<file path="src/rtl/cntr_pkg.sv">
// -----------------------------------------------------------------------------
// cntr_pkg
// Shared definitions for the counter family and the blocks that instantiate it.
//   clog2   : ceiling log2, usable in localparam/parameter expressions
//   CNT_UP  : up_dn value selecting count-up
//   CNT_DN  : up_dn value selecting count-down
// -----------------------------------------------------------------------------
package cntr_pkg;

  localparam logic CNT_UP = 1'b1;
  localparam logic CNT_DN = 1'b0;

  // Number of bits needed to hold 0..value-1; returns 0 for value <= 1.
  function automatic int unsigned clog2(input longint unsigned value);
    int unsigned     bits;
    longint unsigned rem;
    bits = 0;
    if (value > 64'd1) begin
      rem = value - 64'd1;
      while (rem != 64'd0) begin
        bits = bits + 1;
        rem  = rem >> 1;
      end
    end
    return bits;
  endfunction

endpackage : cntr_pkg

</file>
<file path="src/rtl/updn_mod_cntr.sv">
// -----------------------------------------------------------------------------
// updn_mod_cntr
// Synchronous up/down modulo-MODULUS counter with synchronous clear, parallel
// load (clamped to MODULUS-1), combinational cascade carry and a registered
// one-cycle wrap pulse.
//
// Parameters
//   WIDTH    : counter width, 1..32
//   MODULUS  : count range 0..MODULUS-1, 2..2**WIDTH
//
// Ports
//   clk      : rising-edge clock
//   rstn     : asynchronous active-low reset (count=0, wrap=0)
//   cnt_en   : count enable / carry-in from the previous stage
//   up_dn    : 1 = up (CNT_UP), 0 = down (CNT_DN)
//   clr      : synchronous clear, highest priority
//   load     : synchronous load of load_val
//   load_val : load value; values >= MODULUS load MODULUS-1
//   count    : registered count
//   carry    : combinational terminal-count carry-out (next stage's cnt_en)
//   wrap     : registered pulse, high the cycle after a terminal event
//
// Build option
//   UPDN_MOD_CNTR_SATURATE_EN : when defined, an enabled count at the terminal
//   value holds there instead of wrapping; carry/wrap keep asserting.
// -----------------------------------------------------------------------------
module updn_mod_cntr
  import cntr_pkg::*;
#(
  parameter int unsigned     WIDTH   = 4,
  parameter longint unsigned MODULUS = 64'd1 << WIDTH
) (
  input  logic             clk,
  input  logic             rstn,
  input  logic             cnt_en,
  input  logic             up_dn,
  input  logic             clr,
  input  logic             load,
  input  logic [WIDTH-1:0] load_val,
  output logic [WIDTH-1:0] count,
  output logic             carry,
  output logic             wrap
);

  // MODULUS-1 always fits in WIDTH bits, including MODULUS == 2**WIDTH.
  localparam logic [WIDTH-1:0] MAX_VAL = WIDTH'(MODULUS - 64'd1);

  logic [WIDTH-1:0] term_val;
  logic             at_term;
  logic [WIDTH-1:0] load_clamped;

  // Compare in 64 bits so MODULUS == 2**WIDTH never truncates to 0.
  assign load_clamped = (64'(load_val) >= MODULUS) ? MAX_VAL : load_val;

  assign term_val = (up_dn == CNT_UP) ? MAX_VAL : '0;
  assign at_term  = (count == term_val);

  // Zero-latency carry: cascaded stages count on the same edge as this one.
  assign carry = cnt_en & at_term & ~clr & ~load;

  // NOTE: state registers use non-blocking assignments so every flop samples
  // pre-edge values; only count and wrap exist, and both are reset.
  always_ff @(posedge clk or negedge rstn) begin
    if (!rstn) begin
      count <= '0;
      wrap  <= 1'b0;
    end else begin
      // carry is already zero under clr, load or hold, so this also clears wrap.
      wrap <= carry;
      if (clr) begin
        count <= '0;
      end else if (load) begin
        count <= load_clamped;
      end else if (cnt_en) begin
        if (at_term) begin
`ifdef UPDN_MOD_CNTR_SATURATE_EN
          count <= count;
`else
          count <= (up_dn == CNT_UP) ? '0 : MAX_VAL;
`endif
        end else if (up_dn == CNT_UP) begin
          count <= count + WIDTH'(1);
        end else begin
          count <= count - WIDTH'(1);
        end
      end
    end
  end

endmodule : updn_mod_cntr
</file>
<file path="config.mk">
export PLATFORM = sky130hd
export DESIGN_NAME = updn_mod_cntr
export DESIGN_NICKNAME = d
export VERILOG_FILES = /design/src/rtl/cntr_pkg.sv /design/src/rtl/updn_mod_cntr.sv
export SDC_FILE = /design/constraint.sdc
export NUM_CORES = 1
export LEC_CHECK = 0
export BUFFER_PORTS_ARGS = -buffer_cell sky130_fd_sc_hd__buf_4
export CORE_AREA = 10 10 47 49
export CTS_CLUSTER_SIZE = 8
export DETAILED_ROUTE_END_ITERATION = 8
export DIE_AREA = 0 0 57 59
export GPL_TIMING_DRIVEN = 0
export HOLD_SLACK_MARGIN = 0.06
export PLACE_DENSITY = 0.64
export SLEW_MARGIN = 20
export SYNTH_ARGS = -nofsm -noshare
export SYNTH_HDL_FRONTEND = slang
export SYNTH_SLANG_ARGS = --single-unit
</file>
<file path="constraint.sdc">
create_clock -name clk -period 3.7 [get_ports clk]
set_clock_uncertainty 0.1 [all_clocks]
set_input_delay 0.37 -clock clk [delete_from_list [all_inputs] [get_ports clk]]
set_output_delay 0.37 -clock clk [all_outputs]
set_load 0.02 [all_outputs]
</file>
==> flow_summary.json <==
{
  "status": "finished clean",
  "cp_slowest_stage_delay_ns": 0.43,
  "fin_crit_sh": 0.5576,
  "tritoncts": "yes",
  "pin_count": 16,
  "r2r_cells": 5,
  "syn_inst": 48,
  "drc_errors": 0,
  "grt_pass1_wl_um": 1883,
  "nets": 81,
  "antenna_left": 0,
  "synth_seq_cells": 5,
  "syn-num-nets": 61,
  "rows": 14,
  "fin_tns_setup_ns": 0,
  "cts_sinks": 5,
  "switching_power_mw": 0.07402,
  "grtUsageTotal": 0.07007,
  "fp.coreArea_sq_um": 1401,
  "syn_to_final_growth_pct": 37.18,
  "start_util": 0.3098,
  "layout-drive-gt1-share": 0.3582,
  "synth_area_per_cell_sq_um": 9.045,
  "critical_path_class": "reg -> out",
  "cts_buffers": 3,
  "pwr-share-seq": 0.327,
  "clk_path_buf_depth": 2,
  "dr.pass1.iters": 4,
  "r2r_setup_slack_ns": 1.89,
  "syn-cell-area_sq_um": 434.2,
  "holdPathEnd": "count[0]",
  "maxCapViolCount": 0,
  "grt_max_degree": 11,
  "yosysWarnings": 0,
  "wirelength_um": 1161,
  "powerDensity_nw_per_um2": 352.5,
  "dieArea_sq_um": 3363,
  "ir_drop_uv": 312.0,
  "worst_pin_slew_ns": 0.3191,
  "rsz0062_at_grt": "no",
  "first_iter_violations": 12,
  "first_global_vias": 437,
  "r2r-start": "count[1]",
  "timing.slew.headroom": 0.7856,
  "hold_depth": 2,
  "worstPathMaxFanout": 7,
  "path_buf_inv": 1,
  "grt-ovfl-total": 0,
  "reg2reg_to": "count[3]",
  "avgRoutedWirePerCell_um": 13.99,
  "hpwl_um": 914.6,
  "synth_top_area_frac": 0.2882,
  "clk_pin_slew_ns": 0.05,
  "synth_cell_types": 29,
  "fmax_mhz": 484.7,
  "power_frac_clock": 0.317,
  "postCtsHoldBufs": 1,
  "die_h_um": 59,
  "holdCritPathClass": "in -> reg",
  "cts_resized": 0,
  "startpoint_type": "flop",
  "seq_area_frac_synth": 0.2882,
  "diodes": 0,
  "p_leak_nw": 0.2717,
  "place.gp.congestion": 0.8182,
  "min_from": "clr",
  "port_buffers": 14,
  "cts_setup_buffers": 0,
  "cp.arrival_ns": 1.59,
  "die_w_um": 57,
  "finalPower_mw": 0.2099,
  "root_buffer": "clkbuf_4",
  "path_cells": "ha_1, nand4_1, a21oi_1, buf_4",
  "p_sw_frac": 0.3526,
  "crit_family": "flip-flops",
  "antenna_found_initial": 0,
  "p_int_mw": 0.1359,
  "viasPerCell": 5.277,
  "synth_top_area_cell": "dfrtp_1",
  "cp.required_ns": 3.23,
  "worstSkewPairLatency_ns": 0.25,
  "final.min_clock_period_ns": 2.063,
  "hold_viol": 0,
  "via_count": 438,
  "maxSlewViolCount": 0,
  "finalSetupViolCount": 0,
  "crit_slowest_cell": "dfrtp_1",
  "share_comb_of_total_power": 0.355,
  "synth.area.top_cells": "dfrtp_1 (29%), ha_1 (5.8%), nor2_1 (5.2%)",
  "worstSetupEndpointType": "output pin",
  "htree_levels": 1
}
[worst max path at each step]
stage,cells after the start,from,end,slack (ns)
5_1_grt,4,count[1],carry,1.56
3_3_place_gp,8,up_dn,count[3],1.65
4_1_cts,4,count[1],carry,1.62
6_report,4,count[1],carry,1.64
2_1_floorplan,3,count[1],carry,1.88
3_5_place_dp,8,up_dn,count[3],1.63
[registers in the layout, summed over array words and instances (netlist names)]
| signal | count |
|---|---|
| count | 4 |
| wrap | 1 |
[placed cells by master, fill, tap and decap left out, drive strengths merged, types with 2 or more instances in the layout]
master and n:
nand3 3, dfrtp 5, a21oi 4, buf 16, a31oi 2, nor3 2
clkbuf 4, inv 2, ha 2, nor2 6, o21ai 2, o211ai 2
nand4 2
[cells in the mapped netlist]
master and number:
o221a_2 1, buf_2 1, o22ai_1 1, a21boi_1 1, nand2_1 1, xnor2_1 1
a2111o_1 1, inv_1 2, nand3_1 2, a22o_1 1, a31oi_1 2, o211ai_1 2
dfrtp_1 5, ha_1 2, nor3_1 2, and4_2 1, nand4_1 2, a21oi_1 3
nor2_1 6, nand3_2 1, mux2i_1 1, a22oi_1 1, and3_2 1, nor2b_1 1
a21oi_4 1, a21o_1 1, buf_6 1, fa_1 1, o21ai_0 2
[per-stage QoR]
stage / util / instances / worst slack (ns) / hold slack (ns) / cell area, sq um
CTS: 0.4250 / 83 / 1.618 / 0.2292 / 595.6
global route: 0.4250 / 83 / 1.558 / 0.2502 / 595.6
floorplan: - / 48 / 1.876 / -0.02559 / 434.2
finish: 0.4250 / 83 / 1.637 / 0.2308 / 595.6
detailed placement: 0.3991 / 78 / 1.629 / 0.07317 / 559.3
global placement: 0.3991 / 78 / 1.649 / 0.07164 / 559.3
[layer usage]
layer / up-vias / GRT usage / wire (um)
li1: 227 / - / -
met1: 194 / 0.08095 / 553
met2: 13 / 0.1054 / 549
met3: 4 / 0.03648 / 42
met4: 0 / 0.03020 / 16
met5: - / 0 / 0
[layout make-up]
cell class	count	area, sq um
multi-input combinational	39	285.3
tap	16	20.02
fill	156	805.8
timing repair buffer	15	115.1
inverter	2	7.507
sequential	5	125.1
buffer	2	16.27
clock buffer	4	26.28
[power groups by stage]
| stage | clock network, mW | logic (mW) | registers [mW] |
|---|---|---|---|
| after floorplan | 0 | 0.0427 | 0.0728 |
| after global placement | 0 | 0.0732 | 0.0693 |
| after detailed placement | 0 | 0.0744 | 0.0695 |
| after CTS | 0.0688 | 0.0755 | 0.0687 |
| after global routing | 0.0725 | 0.0824 | 0.0698 |
| final | 0.0666 | 0.0746 | 0.0687 |
[logic make-up (layout without fill, tap and decap cells)]
| kind of cell | after synthesis | count (layout) | share of synthesized area |
|---|---|---|---|
| XOR/XNOR | 1 | 1 | 0.02018 |
| flip-flops | 5 | 5 | 0.2882 |
| adder cells (fa/ha/maj) | 3 | 3 | 0.1037 |
| multiplexers | 1 | 1 | 0.02306 |
| AO/OA/AOI/OAI | 17 | 17 | 0.2968 |
| AND/OR/NAND/NOR | 17 | 17 | 0.2133 |
| buffers and inverters | 4 | 23 | 0.05475 |
[worst reg2reg max path: stages (launching register included)]
cell,delay [ns]
dfrtp_1,0.43
ha_1,0.43
nand3_2,0.11
a21o_1,0.18
a2111o_1,0.36
o211ai_1,0.10
(Power assumes the default switching activity.)
